File: src/rtl/crc_pkg.sv
// Shared CRC-8 definitions: default polynomial/init value, byte width and
// the frame-checker FSM state encoding.
package crc_pkg;

  localparam int unsigned BYTE_W = 8;

  localparam logic [BYTE_W-1:0] CRC8_POLY = 8'h07;
  localparam logic [BYTE_W-1:0] CRC8_INIT = 8'h00;

  typedef enum logic [1:0] {
    IDLE   = 2'd0,
    RECV   = 2'd1,
    REPORT = 2'd2
  } state_t;

endpackage

File: src/rtl/crc8_step.sv
// Combinational one-byte CRC-8 update, MSB-first, non-reflected.
//   crc_in  : running CRC
//   data_in : byte to absorb
//   crc_out : CRC after absorbing data_in
module crc8_step
  import crc_pkg::*;
#(
  parameter logic [BYTE_W-1:0] POLY = CRC8_POLY
) (
  input  logic [BYTE_W-1:0] crc_in,
  input  logic [BYTE_W-1:0] data_in,
  output logic [BYTE_W-1:0] crc_out
);

  logic [BYTE_W-1:0] c;

  // XOR the byte in, then eight shift/conditional-XOR steps.
  always_comb begin
    c = crc_in ^ data_in;
    for (int i = 0; i < 8; i++) begin
      c = c[BYTE_W-1] ? ({c[BYTE_W-2:0], 1'b0} ^ POLY) : {c[BYTE_W-2:0], 1'b0};
    end
    crc_out = c;
  end

endmodule

File: config.mk
export PLATFORM = sky130hd
export DESIGN_NAME = crc8_step
export DESIGN_NICKNAME = d
export VERILOG_FILES = /design/src/rtl/crc_pkg.sv /design/src/rtl/crc8_step.sv
export SDC_FILE = /design/constraint.sdc
export NUM_CORES = 1
export LEC_CHECK = 0
export CAP_MARGIN = 10
export CORE_AREA = 2 2 39 41
export DETAILED_ROUTE_END_ITERATION = 10
export DIE_AREA = 0 0 41 43
export PLACE_DENSITY = 0.5
export SYNTH_ARGS = -nofsm -noshare
export SYNTH_HDL_FRONTEND = slang
export SYNTH_SLANG_ARGS = --single-unit
File: constraint.sdc
create_clock -name vclk -period 2.73
set_input_delay 0.4095 -clock vclk [all_inputs]
set_output_delay 0.4095 -clock vclk [all_outputs]
set_load 0.02 [all_outputs]
==> metrics, run 1 <==
status=finished clean; Crit path required time=2.32 ns; I/O pins=24; sequential-to-total area share from yosys stat=0%; RSZ-0062 raised after global routing=no; layout cell share with drive strength beyond 1=8.70%; f_max=386 MHz; Rows=14; Yosys Warn Count=0; GRT Total Usage=5.30%; vias in the first global route=211; Nets=64; mapped cell area=206 sq um; total internal power=0.123 mW; gr ovfl total=0; register area=0 sq um; drt first pass iters=1; CP max FO=2; Yosys cell types=3; Tcrit/Tclk final=94.9%; cells after synthesis=21; starting density of the core=14.9%; DR WL/cell=7.48 microns; Tot Pwr=0.227 mW; clock power share=0%; Die Y=43 microns; largest net degree at the start of global routing=4; Post-synth top cells=xnor2_1, xor2_1, xnor2_2; post-synthesis mux area share=0%; number of vias per cell=3.47; fin cells=62; critical path type=input port to output port; DRT iter0 DRCs=0; Least-Margin Pin Slew=0.297 ns; diode count=0; startpoint types=input port; die area=1760 sq um; Synth Area in Compound Gates=0%; Max VDD drop=0.132 mV; Hold-fix buffers, CTS=0; Lkg Pwr=0.186 nW; crit path time final=2.59 ns; # clk buffers=0; post-detailed-placement cell area=474 sq um; placed cells=62; HPWL after DPL=440 microns; most common cell in the netlist=xnor2_1; # Max-Cap Violations=0; leading area contributor after synthesis=xnor2_1; filler instances=157; PwrDens=476 nW/um^2; crit path capture type=output port; Rel. slew slack=80.0%; XOR/XNOR Fraction of Synth Area=100%; seq_cells=0; Yosys top cell area share=42.4%; number of antenna violations at the first check in global routing=0; count of input and output buffers=24; synthesis-to-layout area growth=131%; Post-Syn Nets=37; setup violators final=0; final hold vios=0; CORE AREA=1380 sq um; final WL=464 microns; Logic pwr share=100.0%; Post-Synth Simple-Gate Area=0%; Layout Cell Area excl Fill=477 sq um; gpl congestion=0.585; first-pass GRT wire length=696 microns; adder-cell share of the synthesized area=0%; max-slew violations=0; Worst Hold Class=input port to output port; Net Sw Frac=45.8%; NetSw=0.104 mW; setup bufs post-CTS=0; Routed Antenna Nets=0; largest family of logic cells by synthesized area=XOR/XNOR gates; DRC viols=0; syn_area_per_cell=9.83 sq um; Die X=41 microns; ranking of synthesized cells by area=xnor2_1, xor2_1, xnor2_2; setup tns final=0 ns; routed vias=215; CP Data Arrival Time=2.18 ns; sequential fraction of design power=0%
[logic make-up (layout without fill, tap and decap cells)]
logic type	Yosys count	after routing
xor+xnor	21	21
buf+inv	0	25
[critical path, stage by stage]
cell	delay, ns
clkdlybuf4s50_1	0.47
xor2_1	0.23
xor2_1	0.27
xor2_1	0.18
clkdlybuf4s50_1	0.62
[layout make-up]
cell class                 instances  area, sq um  share of cell area [%]
tap                               16         20.0                    4.20
multi-input combinational         21          206                    43.3
timing repair buffer              25          250                    52.5
[layer usage]
layer  vias to the layer above  share of wire [%]  track usage [%]  routed length [microns]
li1                        113                  -                -                        -
met1                        88                 35             5.08                      162
met2                        14                 52             11.6                      240
met3                         0                 13                0                       61
met4                         0                  0                0                        0
met5                         -                  0                0                        0
[cell usage in the layout, fill, tap and decap left out]
master            n
dlymetal6s2s_1    1
clkdlybuf4s50_1  23
xnor2_2           3
xnor2_1          10
xor2_1            8
buf_4             1
[what timing repair did]
item / 4_1_cts / 5_1_grt
resized for setup: 0 / 1
endpoints found under the hold margin: 0 / 0
endpoints found under the setup margin: 0 / 1
[stage by stage]
step | hold slack [ns] | setup WS, ns | util (%)
5_1_grt | 1.92 | 0.0262 | 34.4
4_1_cts | 2.04 | 0.103 | 34.3
3_3_place_gp | 2.03 | 0.139 | 34.3
6_report | 1.84 | 0.139 | 34.4
2_1_floorplan | 1.07 | 1.04 | -
3_5_place_dp | 2.04 | 0.102 | 34.3
[path summary, 6_finish.rpt]
| kind | from | to | slack (ns) | depth (start not counted) |
|---|---|---|---|---|
| worst max-delay path | data_in[5] | crc_out[6] | 0.14 | 5 |
| worst min-delay path | crc_in[7] | crc_out[7] | 1.84 | 5 |
[power by group through the flow]
stage	logic, mW	clock network [mW]	registers, mW
after CTS	0.232	0	0
after global placement	0.230	0	0
final	0.227	0	0
after detailed placement	0.230	0	0
after floorplan	0.121	0	0
after global routing	0.243	0	0
No activity file was read; power rests on OpenSTA's default activity.
==> run 2: changes to the inputs <==
--- a/config.mk
+++ b/config.mk
@@ -9,7 +9,7 @@
 export CORE_AREA = 2 2 39 41
 export DETAILED_ROUTE_END_ITERATION = 10
 export DIE_AREA = 0 0 41 43
-export PLACE_DENSITY = 0.5
+export SLEW_MARGIN = 20
 export SYNTH_ARGS = -nofsm -noshare
 export SYNTH_HDL_FRONTEND = slang
 export SYNTH_SLANG_ARGS = --single-unit
==> metrics, run 2 (synthesis results as in run 1) <==
crit path capture type=output port; startpoint types=input port; vias in the first global route=178; Crit path required time=2.32 ns; Rows=14; status=finished clean; drt first pass iters=1; Routed Antenna Nets=0; CP max FO=2; starting density of the core=14.9%; number of antenna violations at the first check in global routing=0; seq_cells=0; f_max=388 MHz; CORE AREA=1380 sq um; most frequent cells in the layout=clkdlybuf4s50_1, xnor2_1, xor2_1; die area=1760 sq um; synthesis-to-layout area growth=133%; layout cell share with drive strength beyond 1=10.9%; max incr delay on CP=0.62 ns; max-slew violations=0; DRC viols=0; DR WL/cell=6.61 microns; commonest non-fill, non-tap cell in the layout=clkdlybuf4s50_1; GR peak layer=met2; largest net degree at the start of global routing=4; register area=0 sq um; Lkg Pwr=0.182 nW; RSZ-0062 raised after global routing=no; GRT Total Usage=5.51%; gr ovfl total=0; setup tns final=0 ns; count of input and output buffers=24; setup violators final=0; filler instances=152; most frequent CP cell=xor2_1; CP max-delay cell=clkdlybuf4s50_1; first-pass GRT wire length=724 microns; DRT iter0 DRCs=0; Rel. slew slack=80.1%; final WL=410 microns; Least-Margin Pin Slew=0.296 ns; area of the multi-input gates=214 sq um; CP Data Arrival Time=2.17 ns; hold_ws=2.03 ns; gpl congestion=0.580; met2 usage=10.3%; crit-path cells=clkdlybuf4s50_1 > xor2_1 > xor2_1 > xor2_1 > clkdlybuf4s50_1; # Max-Cap Violations=0; grt met1 use=7.01%; I/O pins=24; # clk buffers=0; crit path time final=2.58 ns; final hold vios=0; Nets=64; critical path type=input port to output port; number of vias per cell=3.39; Tcrit/Tclk final=94.4%; diode count=0; routed vias=210; Hold-fix buffers, CTS=0; PwrDens=474 nW/um^2; Die X=41 microns; M3 GR Usage=0%; Worst Hold Class=input port to output port; Die Y=43 microns; Max VDD drop=0.164 mV
==> run 2: cell count changes in the layout (fill, tap and decap cells not counted) <==
cell / change
clkdlybuf4s50_1: +1
dlymetal6s2s_1: -1
xnor2_1: -1
xnor2_2: +1
==> run 2: critical path, delay by kind of cell <==
family                 cells  cell delay (ns)
XOR/XNOR                   3             0.68
buffers and inverters      2             1.09
==> run 2: worst paths after layout <==
path                      start    endpoint  slack [ns]  depth (start not counted)
worst min-delay path  crc_in[1]  crc_out[1]        2.03                          4
worst max-delay path  crc_in[5]  crc_out[7]        0.15                          5
==> run 2: layer usage <==
metal  share of wire, %  up-vias
li1                   -      113
met1                 33       87
met2                 60       10
met3                7.3        0
met4                  0        0
met5                  0        -
==> run 2: where the power goes <==
part	internal (mW)	leakage, nW	switching [mW]
combinational	0.125	0.182	0.104
clock	0	0	0
sequential	0	0	0
total	0.125	0.182	0.104
==> run 2: layout make-up <==
cell class,instances,share of cell area (%)
timing repair buffer,25,51.4
multi-input combinational,21,44.4
tap,16,4.16
==> run 2: timing repair <==
item,4_1_cts,5_1_grt
endpoints found under the setup margin,0,1
resized for setup,0,1
setup buffers,0,0
==> run 2: through the flow <==
stage / power [mW] / cells / worst slack (ns) / cell area, sq um / utilization (%)
2_1_floorplan: 0.121 / 21 / 1.04 / 206 / -
3_3_place_gp: 0.229 / 62 / 0.145 / 474 / 34.3
3_5_place_dp: 0.230 / 62 / 0.126 / 474 / 34.3
4_1_cts: 0.230 / 62 / 0.126 / 474 / 34.3
5_1_grt: 0.244 / 62 / 0.0350 / 482 / 34.8
6_report: 0.228 / 62 / 0.152 / 482 / 34.8
==> run 3: changes to the inputs <==
--- a/config.mk
+++ b/config.mk
@@ -5,7 +5,6 @@
 export SDC_FILE = /design/constraint.sdc
 export NUM_CORES = 1
 export LEC_CHECK = 0
-export CAP_MARGIN = 10
 export CORE_AREA = 2 2 39 41
 export DETAILED_ROUTE_END_ITERATION = 10
 export DIE_AREA = 0 0 41 43
==> results of run 3 <==
Same layout as run 2: the final DEF is identical, and so are final timing and power.
